## src/rtl/wb_writeback_stage_pkg.sv

```systemverilog
// rtl/wb_writeback_stage_pkg.sv - shared constants and state type for the writeback stage
`timescale 1ns/1ps
package wb_writeback_stage_pkg;

    // Writeback source select
    localparam logic [1:0] WB_SEL_ALU  = 2'b00;
    localparam logic [1:0] WB_SEL_LOAD = 2'b01;
    localparam logic [1:0] WB_SEL_PC4  = 2'b10;

    // Load funct3 encodings
    localparam logic [2:0] F3_LB  = 3'b000;
    localparam logic [2:0] F3_LH  = 3'b001;
    localparam logic [2:0] F3_LW  = 3'b010;
    localparam logic [2:0] F3_LBU = 3'b100;
    localparam logic [2:0] F3_LHU = 3'b101;

    typedef enum logic [1:0] {
        IDLE      = 2'd0,
        WRITE     = 2'd1,
        LOAD_WAIT = 2'd2
    } wb_state_e;

endpackage

```

## src/rtl/wb_writeback_stage_if.sv

```systemverilog
// rtl/wb_writeback_stage_if.sv - MEM-to-WB retire handshake bundle
// master: MEM stage (drives instruction fields, m_valid); slave: writeback stage (drives m_ready)
`timescale 1ns/1ps
interface wb_writeback_stage_if #(
    parameter int XLEN    = 32,
    parameter int RADDR_W = 5
);
    logic               m_valid;
    logic               m_ready;
    logic               m_reg_write;
    logic [RADDR_W-1:0] m_rd;
    logic [1:0]         m_wb_sel;
    logic [XLEN-1:0]    m_alu_result;
    logic [XLEN-1:0]    m_pc_plus4;
    logic [2:0]         m_funct3;

    modport master (
        output m_valid, m_reg_write, m_rd, m_wb_sel, m_alu_result, m_pc_plus4, m_funct3,
        input  m_ready
    );

    modport slave (
        input  m_valid, m_reg_write, m_rd, m_wb_sel, m_alu_result, m_pc_plus4, m_funct3,
        output m_ready
    );
endinterface

```

## src/rtl/wb_load_align.sv

```systemverilog
// rtl/wb_load_align.sv - load data extraction and extension with alignment check
// in: funct3 (load type), off (byte offset), rdata (aligned word); out: data (extended), err (misaligned/illegal)
`timescale 1ns/1ps
module wb_load_align
    import wb_writeback_stage_pkg::*;
#(
    parameter int XLEN = 32
) (
    input  logic [2:0]      funct3,
    input  logic [1:0]      off,
    input  logic [XLEN-1:0] rdata,
    output logic [XLEN-1:0] data,
    output logic            err
);
    logic [7:0]  byte_sel;
    logic [15:0] half_sel;

    always_comb begin
        case (off)
            2'd0:    byte_sel = rdata[7:0];
            2'd1:    byte_sel = rdata[15:8];
            2'd2:    byte_sel = rdata[23:16];
            default: byte_sel = rdata[31:24];
        endcase
        // off[0] is ignored here; a halfword with off[0]=1 is flagged below
        half_sel = off[1] ? rdata[31:16] : rdata[15:0];
    end

    always_comb begin
        data = '0;
        err  = 1'b0;
        case (funct3)
            F3_LB:  data = {{(XLEN-8){byte_sel[7]}}, byte_sel};
            F3_LBU: data = {{(XLEN-8){1'b0}}, byte_sel};
            F3_LH: begin
                data = {{(XLEN-16){half_sel[15]}}, half_sel};
                err  = off[0];
            end
            F3_LHU: begin
                data = {{(XLEN-16){1'b0}}, half_sel};
                err  = off[0];
            end
            F3_LW: begin
                data = rdata;
                err  = (off != 2'd0);
            end
            default: err = 1'b1;
        endcase
    end
endmodule

```

## src/rtl/wb_writeback_stage.sv

```systemverilog
// rtl/wb_writeback_stage.sv - MEM/WB register, load wait and register-file writeback
// ports: clk, rst_n (async active-low); m (retire handshake, slave); dmem_rvalid/dmem_rdata (load response);
//        rf_write/rf_waddr/rf_wdata (register-file write); load_pending/load_pending_rd/load_err (hazard unit)
`timescale 1ns/1ps
module wb_writeback_stage
    import wb_writeback_stage_pkg::*;
#(
    parameter int XLEN    = 32,
    parameter int RADDR_W = 5
) (
    input  logic                clk,
    input  logic                rst_n,
    wb_writeback_stage_if.slave m,
    input  logic                dmem_rvalid,
    input  logic [XLEN-1:0]     dmem_rdata,
    output logic                rf_write,
    output logic [RADDR_W-1:0]  rf_waddr,
    output logic [XLEN-1:0]     rf_wdata,
    output logic                load_pending,
    output logic [RADDR_W-1:0]  load_pending_rd,
    output logic                load_err
);
    wb_state_e          state_q, state_d;
    logic [RADDR_W-1:0] ld_rd_q, ld_rd_d;
    logic [2:0]         ld_f3_q, ld_f3_d;
    logic [1:0]         ld_off_q, ld_off_d;
    logic               ld_rw_q, ld_rw_d;

    logic               rf_write_d, load_pending_d, load_err_d;
    logic [RADDR_W-1:0] rf_waddr_d, pend_rd_d;
    logic [XLEN-1:0]    rf_wdata_d;

    logic [XLEN-1:0]    al_data;
    logic               al_err;

    wb_load_align #(.XLEN(XLEN)) u_align (
        .funct3 (ld_f3_q),
        .off    (ld_off_q),
        .rdata  (dmem_rdata),
        .data   (al_data),
        .err    (al_err)
    );

    assign m.m_ready = (state_q != LOAD_WAIT);

    always_comb begin
        state_d        = state_q;
        ld_rd_d        = ld_rd_q;
        ld_f3_d        = ld_f3_q;
        ld_off_d       = ld_off_q;
        ld_rw_d        = ld_rw_q;
        rf_write_d     = 1'b0;
        rf_waddr_d     = rf_waddr;
        rf_wdata_d     = rf_wdata;
        load_pending_d = load_pending;
        pend_rd_d      = load_pending_rd;
        load_err_d     = 1'b0;

        case (state_q)
            IDLE, WRITE: begin
                state_d = IDLE;
                if (m.m_valid) begin
                    if (m.m_wb_sel == WB_SEL_LOAD) begin
                        state_d        = LOAD_WAIT;
                        ld_rd_d        = m.m_rd;
                        ld_f3_d        = m.m_funct3;
                        ld_off_d       = m.m_alu_result[1:0];
                        ld_rw_d        = m.m_reg_write;
                        load_pending_d = 1'b1;
                        pend_rd_d      = m.m_rd;
                    end else begin
                        // select 11 is reserved and behaves like the ALU path
                        state_d    = WRITE;
                        rf_write_d = m.m_reg_write && (m.m_rd != '0);
                        rf_waddr_d = m.m_rd;
                        rf_wdata_d = (m.m_wb_sel == WB_SEL_PC4) ? m.m_pc_plus4 : m.m_alu_result;
                    end
                end
            end
            LOAD_WAIT: begin
                if (dmem_rvalid) begin
                    state_d        = WRITE;
                    rf_write_d     = ld_rw_q && (ld_rd_q != '0) && !al_err;
                    rf_waddr_d     = ld_rd_q;
                    rf_wdata_d     = al_data;
                    load_err_d     = al_err;
                    load_pending_d = 1'b0;
                    pend_rd_d      = '0;
                end
            end
            default: state_d = IDLE;
        endcase
    end

    always_ff @(posedge clk or negedge rst_n) begin
        if (!rst_n) begin
            state_q         <= IDLE;
            ld_rd_q         <= '0;
            ld_f3_q         <= '0;
            ld_off_q        <= '0;
            ld_rw_q         <= 1'b0;
            rf_write        <= 1'b0;
            rf_waddr        <= '0;
            rf_wdata        <= '0;
            load_pending    <= 1'b0;
            load_pending_rd <= '0;
            load_err        <= 1'b0;
        end else begin
            state_q         <= state_d;
            ld_rd_q         <= ld_rd_d;
            ld_f3_q         <= ld_f3_d;
            ld_off_q        <= ld_off_d;
            ld_rw_q         <= ld_rw_d;
            rf_write        <= rf_write_d;
            rf_waddr        <= rf_waddr_d;
            rf_wdata        <= rf_wdata_d;
            load_pending    <= load_pending_d;
            load_pending_rd <= pend_rd_d;
            load_err        <= load_err_d;
        end
    end
endmodule

```

## src/flat_wrapper.sv

```systemverilog
// flat-port wrapper written by rule: the top's interface ports become plain ports
module wb_writeback_stage_flat import wb_writeback_stage_pkg::*;
#(
    parameter int XLEN    = 32,
    parameter int RADDR_W = 5
)
  (clk, rst_n, dmem_rvalid, dmem_rdata, rf_write, rf_waddr, rf_wdata, load_pending, load_pending_rd, load_err, m_m_valid, m_m_reg_write, m_m_rd, m_m_wb_sel, m_m_alu_result, m_m_pc_plus4, m_m_funct3, m_m_ready);
  wb_writeback_stage_if #(.XLEN(XLEN), .RADDR_W(RADDR_W)) m_i ();
  input  logic clk;
  input  logic rst_n;
  input  logic dmem_rvalid;
  input  logic [XLEN-1:0] dmem_rdata;
  output logic rf_write;
  output logic [RADDR_W-1:0] rf_waddr;
  output logic [XLEN-1:0] rf_wdata;
  output logic load_pending;
  output logic [RADDR_W-1:0] load_pending_rd;
  output logic load_err;
  input wire logic [$bits(m_i.m_valid)-1:0] m_m_valid;
  input wire logic [$bits(m_i.m_reg_write)-1:0] m_m_reg_write;
  input wire logic [$bits(m_i.m_rd)-1:0] m_m_rd;
  input wire logic [$bits(m_i.m_wb_sel)-1:0] m_m_wb_sel;
  input wire logic [$bits(m_i.m_alu_result)-1:0] m_m_alu_result;
  input wire logic [$bits(m_i.m_pc_plus4)-1:0] m_m_pc_plus4;
  input wire logic [$bits(m_i.m_funct3)-1:0] m_m_funct3;
  output wire logic [$bits(m_i.m_ready)-1:0] m_m_ready;
  assign m_i.m_valid = m_m_valid;
  assign m_i.m_reg_write = m_m_reg_write;
  assign m_i.m_rd = m_m_rd;
  assign m_i.m_wb_sel = m_m_wb_sel;
  assign m_i.m_alu_result = m_m_alu_result;
  assign m_i.m_pc_plus4 = m_m_pc_plus4;
  assign m_i.m_funct3 = m_m_funct3;
  assign m_m_ready = m_i.m_ready;
  wb_writeback_stage #(.XLEN(XLEN), .RADDR_W(RADDR_W)) u_core (.clk(clk), .rst_n(rst_n), .m(m_i), .dmem_rvalid(dmem_rvalid), .dmem_rdata(dmem_rdata), .rf_write(rf_write), .rf_waddr(rf_waddr), .rf_wdata(rf_wdata), .load_pending(load_pending), .load_pending_rd(load_pending_rd), .load_err(load_err));
endmodule
```

## config.mk

```make
export PLATFORM = sky130hd
export DESIGN_NAME = wb_writeback_stage_flat
export DESIGN_NICKNAME = d
export VERILOG_FILES = /design/src/rtl/wb_writeback_stage_pkg.sv /design/src/rtl/wb_writeback_stage_if.sv /design/src/rtl/wb_load_align.sv /design/src/rtl/wb_writeback_stage.sv /design/src/flat_wrapper.sv
export SDC_FILE = /design/constraint.sdc
export NUM_CORES = 1
export LEC_CHECK = 0
export BUFFER_PORTS_ARGS = -buffer_cell sky130_fd_sc_hd__buf_2
export CORE_MARGIN = 5
export CORE_UTILIZATION = 44
export CTS_CLUSTER_DIAMETER = 60
export DETAILED_ROUTE_END_ITERATION = 10
export GPL_ROUTABILITY_DRIVEN = 0
export PLACE_DENSITY = 0.87
export SLEW_MARGIN = 20
export SYNTH_ARGS = -nofsm -noshare
export SYNTH_HDL_FRONTEND = slang
export SYNTH_HIERARCHICAL = 1
export SYNTH_SLANG_ARGS = --single-unit
```

## constraint.sdc

```tcl
create_clock -name clk -period 1.7 [get_ports clk]
set_input_delay 0.085 -clock clk [delete_from_list [all_inputs] [get_ports clk]]
set_output_delay 0.085 -clock clk [all_outputs]
set_load 0.01 [all_outputs]
```

Word level (Yosys, flattened, before mapping)
Cells that the tools add are included.
{ "word_totals": {"output_inout_bits": 46, "register_bits": 58, "input_bits": 111, "word_cells": 74} }
{ "op_classes": {"n_eq_ne": 15, "n_mux": 31, "reduce_logical": 17} }
{ "op_table": {"columns": ["operator", "n"], "rows": [
  ["32-bit one-hot mux with 5 select lines", 1],
  ["32-bit two-way mux", 4],
  ["32-bit one-hot mux with 2 select lines", 1],
  ["5-bit two-way mux", 6],
  ["8-bit one-hot mux with 3 select lines", 1],
  ["5-bit one-hot mux with 2 select lines", 2],
  ["16-bit two-way mux", 1],
  ["5-bit nonzero test", 2],
  ["1-bit two-way mux", 8],
  ["2-bit inequality test (second input constant)", 4],
  ["4-bit AND reduction", 2],
  ["2-bit by 1-bit equality test with 1-bit output (second input constant)", 3],
  ["2-bit equality test (second input constant)", 3],
  ["3-bit equality test (second input constant)", 2],
  ["2-bit two-way mux", 3],
  ["2-bit OR reduction", 3],
  ["2-bit logical NOT", 2],
  ["1-bit one-hot mux with 2 select lines", 2],
  ["2-bit one-hot mux with 2 select lines", 1],
  ["2-bit nonzero test", 2],
  ["3-bit by 1-bit equality test with 1-bit output (second input constant)", 1],
  ["3-bit by 2-bit equality test with 1-bit output (second input constant)", 1],
  ["1-bit logical AND", 3],
  ["3-bit logical NOT", 1],
  ["4 further kinds", 4]
]} }

Longest topological paths before layout
Gate-level depths: netlist of the first run.
{ "logic_depth": {"ltp_word": 7, "ltp_mapped": 7, "depth_no_buf": 5} }

Modules after synthesis
Netlist of the first run, hierarchy kept.
{ "by_module_without_submodules": {"columns": ["mod", "instances", "cells_per_inst", "area_each_um2", "seq_area_each_um2"], "rows": [
  ["wb_writeback_stage", 1, 299, 3135.5, 1451.4],
  ["wb_load_align", 1, 78, 685.7, 0.0]
]} }

Worst setup path before layout of the first run
No wires, ideal clock.
{ "synth_timing": {"path_type": "reg2reg", "from": "register u_core.ld_f3_q[1]", "to": "register u_core.rf_wdata[19]", "arrival_ns": 1.670, "slack_ns": -0.066, "synth_period_minus_slack_ns": 1.766, "setup_time_ns": 0.095, "t_required_ns": 1.605, "n_path_buf": 2, "path_stages_with_launch": 8, "path_cell_list": "dfrtp_1 buf_6 or4_4 o32ai_4 buf_6 a21o_2 nor2_1 o31ai_1"} }
{ "synth_between": {"elab_chain_cells": 4, "word_cells_on_any_way": 8, "cone_classes": "eq/ne (4); mux (3); reduce/logical (1)"} }
{ "synth_rtl": {"columns": ["element", "line_no", "source"], "rows": [
  ["from (decl)", "wb_writeback_stage.sv:25", "logic [2:0] ld_f3_q, ld_f3_d;"],
  ["from (signal assigned)", "wb_writeback_stage.sv:111", "ld_f3_q <= ld_f3_d;"],
  ["3-bit by 2-bit equality test with 1-bit output, or another cell as far along", "wb_load_align.sv:32", "case (funct3)"],
  ["32-bit one-hot mux with 5 select lines (*)", "wb_load_align.sv:32", null],
  ["via u_core.al_data[19]", "wb_writeback_stage.sv:33", "logic [XLEN-1:0] al_data;"],
  ["32-bit two-way mux (*)", "wb_writeback_stage.sv:81", "if (dmem_rvalid) begin"],
  ["32-bit one-hot mux with 2 select lines (*)", "wb_writeback_stage.sv:59", "case (state_q)"],
  ["to (signal assigned)", "wb_writeback_stage.sv:116", "rf_wdata <= rf_wdata_d;"],
  ["to (decl)", "wb_writeback_stage.sv:18", "output logic [XLEN-1:0] rf_wdata,"]
]} }
The timed path passes the listed nets; every way through them passes the cells marked *. The select of a mux whose other input is x is not followed.
A chain may end at the register's enable or synchronous reset.

Final worst setup path of the first run
{ "layout_timing": {"from": "register u_core.ld_f3_q[0]", "to": "register u_core.rf_wdata[5]"} }
The elaborated chain is that of the path after synthesis.

==> flow_summary.json, run 1 <==
{
  "grt_pass1_wl_um": 20480,
  "drv_cap": 0,
  "routed_wl_um": 13490,
  "synth_edf_count": 0,
  "root_buffer": "clkbuf_8",
  "crit_path_frequent_cell": "buf_6",
  "grt_pass1_vias": 4100,
  "rsz0062_at_grt": "yes",
  "syn_area_per_cell_um2": 10.14,
  "fin_worst_skew_ns": 0.006889,
  "overflow": 0,
  "power.density_nw_per_um2": 1021,
  "leakage_nw": 2.634,
  "via_count": 3986,
  "crit_slowest_cell": "dfrtp_1",
  "dp.cells": 632,
  "finalSetupViolations": 29,
  "violations": "negative setup slack",
  "stdcell_count": 663,
  "grt_max_degree": 59,
  "drtAntennaViolNets": 0,
  "fin_crit_sh_pct": 107.0,
  "cts_buffer_depth": 2,
  "fmax_mhz": 549.8,
  "yosysTopAreaCell": "dfrtp_1",
  "drcViolationCount": 0,
  "firstDrtPassIters": 5,
  "synth_flop_cell": "dfrtp_1",
  "antenna_found_initial": 0,
  "antennaDiodeCount": 0,
  "setup_slack_ns": -0.1188,
  "slowest_delay_ns": 0.42,
  "cts_tree": "built",
  "synth_top_area_share_pct": 37.98,
  "die_x_um": 103.2,
  "synthCells": 377,
  "port_buffers": 156,
  "setup.worst_path.end_class": "flop",
  "worst_slew_pin_slew_ns": 0.4844,
  "nets": 661,
  "peakVddDrop_v": 0.0007078,
  "drt_first_iter_violations": 248,
  "slew-limit-headroom_pct": 67.71,
  "row_count": 34,
  "layout_min_cycle_time_ns": 1.819,
  "numCtsBuffers": 9,
  "grt.total_usage_pct": 24.71,
  "synth_nets": 488,
  "critPathRequiredTime_ns": 1.93,
  "dp_slack_ns": -0.09436,
  "layout-drive-gt1-share_pct": 48.11,
  "hold_violations": 0,
  "clock-sinks": 58,
  "slew_violations": 0,
  "post_drt_wl_per_cell_um": 20.35,
  "postLayoutCellArea_um2": 5309,
  "area_delta_synth_final_pct": 38.93,
  "cp_cell_sequence": "buf_6 > buf_6 > nor3b_4 > o21bai_4 > buf_12 > a221o_1 > nor2_1 > o31ai_1",
  "dp_hpwl_um": 9888,
  "clock_latency_ns": 0.33,
  "worstPathMaxFanout": 6,
  "yosysUniqueCellTypes": 42,
  "ios": 157,
  "outcome": "finished with violations",
  "die_h_um": 103.2,
  "start_util_pct": 44.47,
  "hold_class": "primary input to flop",
  "clk_pin_slew_ns": 0.07,
  "cts.htree.levels": 3,
  "fill_cells": 739,
  "ys.warnings.count": 6,
  "ys_seq_elements": 58,
  "core_um2": 8593,
  "via_per_inst": 6.012,
  "netlist_area_um2": 3821,
  "placed_cell_area_um2": 4806,
  "seq_area_frac_synth_pct": 37.98,
  "async_reset_ff_share_pct": 100.0,
  "crit_arrival_ns": 2.05,
  "crit_type": "flop to flop",
  "synth_area_leaders": "dfrtp_1 (38%), and3b_1 (7.3%), a211oi_1 (6.3%), o211ai_1 (6.3%), o31ai_1 (6.3%)",
  "worstSetupStartpointType": "flop",
  "die_area_um2": 10650
}
==> critical path, delay by kind of cell (launching register included) <==
kind	cells	cell delay, ns
buffers and inverters	3	0.42
AOI/OAI and AO/OA	3	0.62
and+or+nand+nor	2	0.26
DFF	1	0.42
==> cells in the mapped netlist (4+ instances only) <==
cell,number
a211o_1,4
mux2_1,17
nor2b_1,10
dfrtp_1,58
a21o_2,16
o211ai_1,32
a22o_1,5
a211oi_1,32
and3b_1,32
a221o_1,11
buf_2,12
o31ai_1,32
mux2_2,7
nor2_1,41
clkbuf_1,24
mux2i_1,6
==> repair_timing <==
| item | CTS | global route |
|---|---|---|
| pin swaps | 7 | 17 |
| hold buffers | 7 | 1 |
| hold endpoints to repair | 64 | 1 |
| resized for setup | 5 | 34 |
| setup buffers | 0 | 7 |
| endpoints found under the setup margin | 32 | 33 |
==> power breakdown <==
group          total [mW]  internal [mW]  switching (mW)
sequential           1.87           1.67           0.197
clock                1.29          0.716           0.575
combinational        2.26           1.16            1.10
total                5.42           3.55            1.87
==> final cells by class <==
| class | count | area [um^2] | share of cell area, % |
|---|---|---|---|
| tap | 108 | 135.1 | 2.545 |
| timing repair buffer | 203 | 1241 | 23.38 |
| clock inverter | 6 | 66.31 | 1.249 |
| inverter | 2 | 7.507 | 0.1414 |
| clock buffer | 10 | 137.6 | 2.593 |
| sequential | 58 | 1453 | 27.36 |
| multi-input combinational | 276 | 2268 | 42.73 |
==> cell families (layout without fill, tap and decap cells) <==
kind of cell           after synthesis  after routing  share of synthesized area [%]
DFF                                 58             58                          37.98
muxes                               31             31                          9.234
AOI/OAI and AO/OA                  143            143                          30.48
and+or+nand+nor                    102            102                          16.90
buffers and inverters               43            221                          5.403
==> routing by layer <==
metal | vias to the layer above | wire, um | share of wire (%) | GRT usage (%)
met2 | 223 | 6585 | 49 | 41.39
met3 | 24 | 1488 | 11 | 7.512
li1 | 1813 | - | - | -
met1 | 1926 | 5112 | 38 | 30.11
met5 | - | 0 | 0 | 0
met4 | 0 | 304 | 2.3 | 8.964
==> per-stage QoR <==
step           total power, mW  utilization [%]  TNS [ns]  hold WS [ns]
5_1_grt                  5.730            61.78    -3.919       0.01082
4_1_cts                  5.210            59.39    -1.294      0.001365
6_report                 5.423            61.78    -1.543       0.02507
3_5_place_dp             3.850            55.93    -1.349        0.1135
2_1_floorplan            3.061                -   -0.3684       -0.2106
3_3_place_gp             3.766            55.93  -0.05045        0.1025
==> final timing paths <==
| path | from | endpoint | slack, ns | cells past startpoint |
|---|---|---|---|---|
| setup / recovery | u_core/ld_f3_q[0] | u_core/rf_wdata[5] | -0.12 | 8 |
| max in group asynchronous | rst_n | u_core/ld_off_q[1] | 1.15 | 3 |
| hold reg to reg | u_core/rf_waddr[3] | u_core/rf_waddr[3] | 0.49 | 1 |
| min in group asynchronous | rst_n | u_core/load_pending_rd[0] | 0.28 | 3 |
| hold / removal | m_m_rd[2] | u_core/load_pending_rd[2] | 0.03 | 2 |
| setup reg to reg | u_core/ld_f3_q[0] | u_core/rf_wdata[5] | -0.12 | 8 |
==> sequential cells by signal, indices dropped and copies added, names as in the netlist <==
name and cells:
u_core/rf_wdata 32, u_core/ld_rd_q 5, u_core/load_pending_rd 5, u_core/rf_waddr 5, u_core/ld_f3_q 3, u_core/ld_off_q 2
u_core/state_q 2, u_core/ld_rw_q 1, u_core/load_err 1, u_core/load_pending 1, u_core/rf_write 1
==> placed cells by master, fill, tap and decap left out, types with 3 or more instances in the layout <==
master           n
nor3b_4          3
nor2b_1          7
a221o_1         11
nor2_2           6
mux2_1          17
a211o_1          4
a22o_1           5
buf_12           4
mux2_2           7
dfrtp_1         57
o211ai_1        32
clkbuf_8        10
o31ai_1         29
dlygate4sd3_1    8
buf_6           10
a21o_2          16
buf_4           25
clkinvlp_4       3
nor2_1          34
buf_2          156
mux2i_2          3
a211oi_1        32
and3b_1         32
o31ai_2          3
(Power assumes the default switching activity.)
==> inputs of run 2 (changes only) <==
- ABC_AREA: default -> 1
- CORE_UTILIZATION: 44 -> 46
- PLACE_DENSITY: 0.87 -> 0.88
==> run 2 against run 1 <==
  * The run now ends clean
  * Power is 3.2% lower
  * Maximum frequency is 15% higher
  * Utilization is 2.8 points lower
  * Design area is 1.7% higher
  * Sequential power is 2% lower
  * Clock skew is 0.0041 ns higher
  * Worst hold slack worse by 0.012 ns
  * Clock power is 12% higher
  * Non-clock buffer count is 24 lower
==> flow_summary.json, run 2 <==
{
  "outcome": "complete, no violations",
  "finalSetupViolations": 0,
  "cp_cell_sequence": "nand2_4 > buf_12 > buf_4 > buf_2",
  "synth_top_area_share_pct": 34.02,
  "crit_type": "flop to output pin",
  "top_usage_layer": "met2",
  "cts_tree": "built",
  "peakVddDrop_v": 0.0005385,
  "slew_violations": 0,
  "antennaDiodeCount": 0,
  "drv_cap": 0,
  "nets": 921,
  "layout-drive-gt1-share_pct": 29.45,
  "cts_buffer_depth": 2,
  "port_buffers": 156,
  "yosysUniqueCellTypes": 27,
  "crit_arrival_ns": 1.50,
  "synth_nets": 770,
  "grt.met3_usage_pct": 4.250,
  "hold_violations": 0,
  "root_buffer": "clkbuf_8",
  "utilization_pct": 59.00,
  "regToRegSetupSlack_ns": 0.12,
  "syn_area_per_cell_um2": 6.474,
  "area_delta_synth_final_pct": 26.57,
  "worst_slew_pin_slew_ns": 0.5058,
  "row_count": 35,
  "synth_xor_area_share_pct": 0,
  "cp_num_buf_inv": 3,
  "met2_usage_pct": 41.27,
  "clk_pin_slew_ns": 0.07,
  "numCtsBuffers": 9,
  "yosysTopAreaCell": "dfrtp_1",
  "yosys.area_share.adder_pct": 0,
  "via_per_inst": 5.148,
  "core_um2": 9153,
  "crit_slowest_cell": "dfrtp_1",
  "cts.htree.levels": 3,
  "critPathTopFamily": "buffers and inverters",
  "drcViolationCount": 0,
  "grt_pass1_wl_um": 22340,
  "firstDrtPassIters": 6,
  "worstSetupStartpointType": "flop",
  "synth_compound_area_share_pct": 0.5865,
  "overflow": 0,
  "grt_pass1_vias": 4652,
  "fmax_mhz": 629.8,
  "final_cell_mix": "nand2_1 (283), buf_2 (156), nand3_1 (107)",
  "die_h_um": 106.3,
  "start_util_pct": 46.62,
  "via_count": 4767,
  "power.density_nw_per_um2": 972.0,
  "yosysMostFrequentCell": "nand2_1",
  "leakage_nw": 3.251,
  "hold_class": "primary input to flop",
  "layout_min_cycle_time_ns": 1.588,
  "ys_seq_elements": 58,
  "power_mw": 5.249,
  "fin_worst_skew_ns": 0.01101,
  "grt_max_degree": 43,
  "drt_first_iter_violations": 577,
  "routed_wl_um": 13640,
  "ios": 157,
  "grt.total_usage_pct": 24.36,
  "setup_tns_ns": 0,
  "synth_flop_cell": "dfrtp_1",
  "synth_top_family_by_area": "simple AND/OR/NAND/NOR gates",
  "netlist_area_um2": 4267,
  "ys.warnings.count": 6,
  "dp_hpwl_um": 10290,
  "async_reset_ff_share_pct": 100.0,
  "clock_latency_ns": 0.34,
  "post_drt_wl_per_cell_um": 14.73,
  "critPathRequiredTime_ns": 1.62,
  "clock-sinks": 58,
  "die_x_um": 106.3,
  "setup.worst_path.end_class": "output pin",
  "muxShareOfSynthArea_pct": 0,
  "die_area_um2": 11300,
  "antenna_found_initial": 0,
  "synth_edf_count": 0,
  "yosys-top-cells-count": "nand2_1 (284), nand3_1 (107), dfrtp_1 (58)",
  "final_common_cell": "nand2_1",
  "slew-limit-headroom_pct": 66.28,
  "synthCells": 659,
  "seq_area_frac_synth_pct": 34.02,
  "rsz0062_at_grt": "no",
  "top_register": "u_core/rf_wdata",
  "fin_crit_sh_pct": 93.40,
  "drtAntennaViolNets": 0,
  "slowest_delay_ns": 0.45,
  "fill_cells": 909,
  "synth_area_leaders": "dfrtp_1 (34%), nand2_1 (25%), nand3_1 (13%), nand3_2 (4.7%), inv_1 (4.4%)",
  "synth-simple-area-share_pct": 54.11,
  "largest_register_ffs": 32,
  "worstPathMaxFanout": 42,
  "use_met1_pct": 31.11
}
run 2: changes by cell type in the layout (fill, tap and decap cells not counted), sizes merged, moves of 21 or more:
cell    delta
nand2    +286
nand3    +128
or2       +30
o31ai     -32
buf       -21
mux2      -24
inv       +53
a211oi    -32
o211ai    -32
and3b     -32
run 2: metrics by stage:
step / setup WS (ns) / instance area, um^2 / hold slack, ns / instances
after CTS: 0.03959 / 5366 / 0.008211 / 924
after global routing: 0.006827 / 5400 / 0.03823 / 926
after global placement: 0.1146 / 5101 / 0.07331 / 904
after detailed placement: 0.05434 / 5101 / 0.07282 / 904
after floorplan: 0.1498 / 4267 / -0.2106 / 659
final: 0.1122 / 5400 / 0.01278 / 926
run 2: layer usage:
metal | vias up | share of wire (%) | wire, um
li1 | 2353 | - | -
met1 | 2152 | 42 | 5676
met2 | 230 | 48 | 6551
met3 | 32 | 8.0 | 1090
met4 | 0 | 2.3 | 320
met5 | - | 0 | 0
run 2: final timing paths:
kind                                    start                   to  cells past startpoint
max in group asynchronous               rst_n    u_core/ld_f3_q[1]                      3
setup / recovery            u_core/state_q[1]            m_m_ready                      4
hold reg to reg            u_core/rf_waddr[3]   u_core/rf_waddr[3]                      2
hold / removal                  m_m_funct3[1]    u_core/ld_f3_q[1]                      3
setup reg to reg           u_core/ld_off_q[1]  u_core/rf_wdata[29]                     10
min in group asynchronous               rst_n  u_core/rf_wdata[13]                      2
run 2: cell type report:
type / count / area [um^2] / area share (%)
clock inverter: 7 / 101.3 / 1.877
inverter: 55 / 216.5 / 4.008
clock buffer: 9 / 123.9 / 2.294
tap: 111 / 138.9 / 2.572
timing repair buffer: 179 / 1018 / 18.86
multi-input combinational: 507 / 2346 / 43.44
sequential: 58 / 1455 / 26.95
run 2: worst reg2reg max path: cells and delay by family (launching register included):
| family | cells | cell delay (ns) |
|---|---|---|
| buf+inv | 2 | 0.23 |
| flops | 1 | 0.46 |
| simple gates | 8 | 0.79 |
run 2: kinds of logic (layout without fill, tap and decap cells):
group | count (synthesis) | count (layout)
buffers and inverters | 94 | 250
DFF | 58 | 58
and+or+nand+nor | 502 | 502
AOI/OAI and AO/OA | 5 | 5
run 2: report_power, final:
part / switching (mW) / leakage [nW] / total, mW / internal (mW)
registers: 0.180 / 0.720 / 1.83 / 1.65
logic: 1.21 / 2.43 / 1.97 / 0.761
clock network: 0.609 / 0.106 / 1.44 / 0.834
run 2: what timing repair did:
item,in CTS,in global routing
resized for setup,0,5
setup endpoints to repair,0,28
hold buffers,4,0
endpoints found under the hold margin,23,0
setup buffers,0,2
